<file path="src/rtl/trace_arb_pkg.sv">
// Shared constants and types for the trace stream arbiter.
// Holds the overflow bit position and the default record/counter widths.
package trace_arb_pkg;

    localparam int OVF_BIT    = 31;
    localparam int DEF_DATA_W = 128;
    localparam int DEF_CNT_W  = 16;

    // One holding entry at the default record width.
    typedef struct packed {
        logic                  full;
        logic                  ovf;
        logic [DEF_DATA_W-1:0] data;
    } hold_entry_t;

endpackage

</file>
<file path="src/rtl/rr_arbiter.sv">
// Combinational round-robin arbiter.
// Grants the first requester after last_grant_i, wrapping; the pointer lives in the parent.
module rr_arbiter #(
    parameter int NUM_SRC = 4,
    parameter int SRC_W   = $clog2(NUM_SRC)
) (
    input  logic [NUM_SRC-1:0] req_i,
    input  logic [SRC_W-1:0]   last_grant_i,
    output logic [NUM_SRC-1:0] grant_o,
    output logic [SRC_W-1:0]   grant_idx_o,
    output logic               any_grant_o
);

    logic [SRC_W-1:0] idx;

    always_comb begin
        grant_o     = '0;
        grant_idx_o = '0;
        any_grant_o = 1'b0;
        idx         = '0;
        // Offset 1..NUM_SRC visits every source once, ending on last_grant itself.
        for (int k = 1; k <= NUM_SRC; k++) begin
            idx = SRC_W'((int'(last_grant_i) + k) % NUM_SRC);
            if (!any_grant_o && req_i[idx]) begin
                grant_o[idx] = 1'b1;
                grant_idx_o  = idx;
                any_grant_o  = 1'b1;
            end
        end
    end

endmodule

</file>
<file path="src/rtl/trace_stream_arbiter.sv">
// Merges NUM_SRC non-stallable trace streams onto one AXI-stream master.
// One holding register per source; overruns are dropped, counted and flagged on the next record.
module trace_stream_arbiter
    import trace_arb_pkg::*;
#(
    parameter int NUM_SRC = 4,
    parameter int DATA_W  = DEF_DATA_W,
    parameter int CNT_W   = DEF_CNT_W,
    parameter int SRC_W   = $clog2(NUM_SRC)
) (
    input  logic                      aclk,
    input  logic                      aresetn,
    input  logic [NUM_SRC-1:0]        s_axis_tvalid,
    output logic [NUM_SRC-1:0]        s_axis_tready,
    input  logic [NUM_SRC*DATA_W-1:0] s_axis_tdata,
    output logic                      m_axis_tvalid,
    input  logic                      m_axis_tready,
    output logic [DATA_W-1:0]         m_axis_tdata,
    output logic [SRC_W-1:0]          m_axis_tdest,
    output logic [NUM_SRC*CNT_W-1:0]  drop_count,
    input  logic                      clear_counts
);

    logic                 out_free;
    logic [NUM_SRC-1:0]   full_vec;
    logic [NUM_SRC-1:0]   ovf_vec;
    logic [NUM_SRC-1:0]   grant_oh;
    logic [NUM_SRC-1:0]   drain;
    logic [DATA_W-1:0]    hold_data [NUM_SRC];
    logic [SRC_W-1:0]     grant_idx;
    logic                 any_grant;

    logic                 tvalid_q;
    logic [DATA_W-1:0]    tdata_q;
    logic [DATA_W-1:0]    tdata_d;
    logic [SRC_W-1:0]     tdest_q;
    logic [SRC_W-1:0]     last_grant_q;

    assign s_axis_tready = '1;
    assign out_free      = !tvalid_q || m_axis_tready;
    assign drain         = grant_oh & {NUM_SRC{out_free}};

    rr_arbiter #(
        .NUM_SRC (NUM_SRC),
        .SRC_W   (SRC_W)
    ) u_rr (
        .req_i        (full_vec),
        .last_grant_i (last_grant_q),
        .grant_o      (grant_oh),
        .grant_idx_o  (grant_idx),
        .any_grant_o  (any_grant)
    );

    for (genvar gi = 0; gi < NUM_SRC; gi++) begin : g_src
        logic              full_q, full_d;
        logic              ovf_q, ovf_d;
        logic              pend_q, pend_d;
        logic              capture, drop;
        logic [DATA_W-1:0] data_q, data_d;
        logic [CNT_W-1:0]  cnt_q, cnt_d;

        // Draining frees the slot in the same cycle, so a full-rate single source never drops.
        assign capture = s_axis_tvalid[gi] && (!full_q || drain[gi]);
        assign drop    = s_axis_tvalid[gi] && full_q && !drain[gi];

        always_comb begin
            full_d = full_q;
            ovf_d  = ovf_q;
            pend_d = pend_q;
            data_d = data_q;
            cnt_d  = cnt_q;
            if (capture) begin
                full_d = 1'b1;
                ovf_d  = pend_q;
                pend_d = 1'b0;
                data_d = s_axis_tdata[gi*DATA_W +: DATA_W];
            end else if (drain[gi]) begin
                full_d = 1'b0;
            end
            if (drop) begin
                pend_d = 1'b1;
                if (cnt_q != '1) begin
                    cnt_d = cnt_q + CNT_W'(1);
                end
            end
            if (clear_counts) begin
                cnt_d = '0;
            end
        end

        always_ff @(posedge aclk) begin
            if (!aresetn) begin
                full_q <= 1'b0;
                ovf_q  <= 1'b0;
                pend_q <= 1'b0;
                data_q <= '0;
                cnt_q  <= '0;
            end else begin
                full_q <= full_d;
                ovf_q  <= ovf_d;
                pend_q <= pend_d;
                data_q <= data_d;
                cnt_q  <= cnt_d;
            end
        end

        assign full_vec[gi]                    = full_q;
        assign ovf_vec[gi]                     = ovf_q;
        assign hold_data[gi]                   = data_q;
        assign drop_count[gi*CNT_W +: CNT_W]   = cnt_q;
    end

    always_comb begin
        tdata_d          = hold_data[grant_idx];
        tdata_d[OVF_BIT] = tdata_d[OVF_BIT] | ovf_vec[grant_idx];
    end

    always_ff @(posedge aclk) begin
        if (!aresetn) begin
            tvalid_q     <= 1'b0;
            tdata_q      <= '0;
            tdest_q      <= '0;
            last_grant_q <= SRC_W'(NUM_SRC - 1);
        end else if (out_free) begin
            if (any_grant) begin
                tvalid_q     <= 1'b1;
                tdata_q      <= tdata_d;
                tdest_q      <= grant_idx;
                last_grant_q <= grant_idx;
            end else begin
                tvalid_q <= 1'b0;
            end
        end
    end

    assign m_axis_tvalid = tvalid_q;
    assign m_axis_tdata  = tdata_q;
    assign m_axis_tdest  = tdest_q;

endmodule

</file>
<file path="config.mk">
export PLATFORM = sky130hd
export DESIGN_NAME = trace_stream_arbiter
export DESIGN_NICKNAME = d
export VERILOG_FILES = /design/src/rtl/trace_arb_pkg.sv /design/src/rtl/rr_arbiter.sv /design/src/rtl/trace_stream_arbiter.sv
export SDC_FILE = /design/constraint.sdc
export NUM_CORES = 2
export LEC_CHECK = 0
export CORE_AREA = 3 3 276 278
export DETAILED_ROUTE_END_ITERATION = 8
export DIE_AREA = 0 0 279 281
export HOLD_SLACK_MARGIN = 0.02
export PLACE_DENSITY = 0.69
export SLEW_MARGIN = 20
export SYNTH_ARGS = -nofsm -noshare
export SYNTH_HDL_FRONTEND = slang
export SYNTH_HIERARCHICAL = 1
export SYNTH_SLANG_ARGS = --single-unit
export TNS_END_PERCENT = 5
</file>
<file path="constraint.sdc">
create_clock -name aclk -period 4.9 [get_ports aclk]
set_input_delay 0.49 -clock aclk [delete_from_list [all_inputs] [get_ports aclk]]
set_output_delay 0.49 -clock aclk [all_outputs]
set_load 0.05 [all_outputs]
</file>
==> impl_metrics.ini <==
[run_status]
status = finished clean

[timing]
grt_setup_unrepaired = no
max-slew-margin-rel_pct = 25.78
finalHoldViolations = 0
slew_violations = 0
timing_worst_slew_pin_value_ns = 1.113
layout_worst_path_cycle_share_pct = 79.97
finalClockSkew_ns = 0.04604
period_needed_ns = 3.918
achievable-frequency_mhz = 255.2
setup-tns-final_ns = 0
final-setup-viol-count = 0

[yosys]
yosysSeqAreaShare_pct = 46.19
synth-seq-cells = 721
synth_async_sr_flop_share_pct = 0
netlist-cell-type-count = 63
number_of_enable_type_register_cells_in_the_synthesized_netlist = 0
synth.avg_cell_area_um2 = 8.595
synth_flop_type = sky130_fd_sc_hd__dfxtp_1
yosys_warnings = 6
syn_area_mm2 = 0.03125
syn-instance-count = 3636

[hold_path]
min_path_type = input port to flop

[layout]
seqCellArea_mm2 = 0.01443
layout.cells.most_common_list = sky130_fd_sc_hd__dfxtp_1, sky130_fd_sc_hd__clkdlybuf4s50_1, sky130_fd_sc_hd__a21oi_1
post_route_cells_drive_above_1_share_pct = 8.103
fill_cells = 6750
mostFrequentLayoutCell = sky130_fd_sc_hd__dfxtp_1
multi_input_area_mm2 = 0.01529
stdcell_area_mm2 = 0.04167
layout-area-overhead-vs-synth_pct = 33.34
final_net_count = 4629

[die]
num_rows = 100
floorplan.core_area_mm2 = 0.07420
die_w_um = 279
die_area_mm2 = 0.07840
die-height_um = 281
io_pins = 719
start_util_pct = 42.12

[place]
globalplace.congestion = 0.8994
place.port_buffers = 714
post_dp_cell_area_mm2 = 0.03884
place.detailed.hpwl_mm = 81.24

[grt]
track_usage_pct = 31.84
grt_first_pass_wirelength_mm = 192.5
antenna_violations_before_repair = 40
globalRouteOverflowTotal = 0
vias_in_the_first_global_route = 30120
largest_net_degree_at_the_start_of_global_routing = 146

[worst_setup_path]
startpoint_type = flop
critPathMaxFanout = 48
timing.critical_path.cells = inv_1, ha_1, nor4bb_1, a31oi_1, o31ai_1, a2111o_1, inv_1, o21ai_4, buf_12, nand3_1, a21oi_1
worst_path_most_repeated_cell = sky130_fd_sc_hd__inv_1
endpoint_kind = flop
worst_path_max_delay_cell = sky130_fd_sc_hd__o21ai_4
critPathKind = flop to flop
crit_required_ns = 5.44
arrival_time_worst_endpoint_ns = 4.46
critical-path-max-stage-delay_ns = 0.75

[cts]
cts_hold_repair.buffers = 0
buffer_count_from_post_cts_setup_fixing = 0
clock_sink_count = 721
ctsRootBufferMaster = sky130_fd_sc_hd__clkbuf_16
h-tree-depth = 3
clk-insertion-delay-late_ns = 0.63
tritoncts = built
clockBufferDepth = 3
postCtsResizedCells = 0
numCtsBuffers = 79
clk_pin_slew_worst_paths_ns = 0.06

[power]
leakage_nw = 14.02
vdd_ir_drop_max_uv = 252.4
power-per-cell-area_mw_per_mm2 = 404.9

[route]
routed-via-count = 31890
drt-pass1-iter-count = 5
first_iter_violations = 3972
drt-vias-per-instance = 6.177
routedWlPerCell_um = 25.40
drt_wl_total_mm = 131.1
drc_errors = 0
drtAntennaViolNets = 0

[job]
timing.max_cap.violations = 0
-- state kept, by name, indices dropped and copies added, names as in the netlist --
name / count
g_src.cnt_q: 64
g_src.data_q: 512
g_src.full_q: 4
g_src.ovf_q: 4
g_src.pend_q: 4
last_grant_q: 2
m_axis_tdata: 128
m_axis_tdest: 2
m_axis_tvalid: 1
-- metrics by stage --
step	hold WS, ns	power, W	setup WS [ns]	std cells	util, %
3_3_place_gp	0.4426	0.01064	1.198	4985	52.35
4_1_cts	0.2899	0.01688	1.054	5128	56.03
2_1_floorplan	0.4366	0.009025	1.385	3639	-
6_report	0.3238	0.01687	0.9816	5162	56.16
5_1_grt	0.3123	0.01741	0.6256	5155	56.14
3_5_place_dp	0.4453	0.01069	1.052	4985	52.35
-- path summary, 6_finish.rpt --
path	startpoint	cells after the start	endpoint	slack, ns
hold reg to reg	m_axis_tdata[23]	2	m_axis_tdata[23]	0.45
setup reg to reg	last_grant_q[1]	11	g_src[3].data_q[68]	0.98
hold / removal	s_axis_tvalid[1]	3	g_src[1].data_q[110]	0.32
setup / recovery	last_grant_q[1]	11	g_src[3].data_q[68]	0.98
-- power by group --
group / switching, W / leakage [nW] / total (W) / internal [W]
logic: 0.00251 / 6.78 / 0.00403 / 0.00152
clock network: 0.00255 / 1.34 / 0.00626 / 0.00371
registers: 0.000266 / 5.90 / 0.00658 / 0.00632
total: 0.00532 / 14.0 / 0.0169 / 0.0115
-- synthesized netlist by cell type, types with 9 or more instances --
master                     number  share of area (%)
sky130_fd_sc_hd__dfxtp_1      721                 46
sky130_fd_sc_hd__a21oi_1      694                 11
sky130_fd_sc_hd__nand3_1      537                8.6
sky130_fd_sc_hd__o21ai_0      530                8.5
sky130_fd_sc_hd__nand2_1      317                3.8
sky130_fd_sc_hd__clkbuf_1     283                3.4
sky130_fd_sc_hd__mux4_2       129                9.3
sky130_fd_sc_hd__buf_2         68                1.1
sky130_fd_sc_hd__buf_1         28               0.34
sky130_fd_sc_hd__inv_1         27               0.32
sky130_fd_sc_hd__nand4_1       25               0.50
sky130_fd_sc_hd__o31ai_1       25               0.60
sky130_fd_sc_hd__or4_1         25               0.60
sky130_fd_sc_hd__nor2_1        18               0.22
sky130_fd_sc_hd__mux2i_1       17               0.54
sky130_fd_sc_hd__nand2b_1      17               0.34
sky130_fd_sc_hd__nor3_1        13               0.21
sky130_fd_sc_hd__ha_1          12               0.48
sky130_fd_sc_hd__or3_1         11               0.22
sky130_fd_sc_hd__a31oi_1       10               0.20
sky130_fd_sc_hd__and2_1        10               0.20
sky130_fd_sc_hd__o21a_1         9               0.22
-- logic make-up (layout without fill, tap and decap cells) --
family	Yosys count	after routing	share of synthesized area [%]
muxes	147	147	9.877
AOI/OAI and AO/OA	1334	1334	22.47
DFF	721	721	46.19
buffers and inverters	414	934	5.365
and+or+nand+nor	1007	1007	15.61
other	1	38	0.01200
adders and majority gates	12	12	0.4804
-- worst max-delay path: cells and delay by family (launching register included) --
kind	cells	cell delay, ns
AOI/OAI and AO/OA	5	1.56
DFF	1	0.58
and+or+nand+nor	2	0.46
adders and majority gates	1	0.49
buffers and inverters	3	0.74
-- layout make-up --
cell class / count / share of cell area (%)
sequential: 721 / 34.64
timing repair buffer: 763 / 18.70
tap: 969 / 2.910
clock buffer: 116 / 5.639
clock inverter: 27 / 0.9158
antenna: 34 / 0.2042
inverter: 28 / 0.2943
multi-input combinational: 2504 / 36.70
-- routing by layer --
layer | track usage (%) | up-vias | wire, um
met5 | 0 | - | 115
met1 | 40.88 | 15520 | 50590
met4 | 15.58 | 18 | 6567
li1 | - | 14210 | -
met2 | 51.32 | 1811 | 61580
met3 | 6.596 | 327 | 12270
No activity file was read; power rests on OpenSTA's default activity.
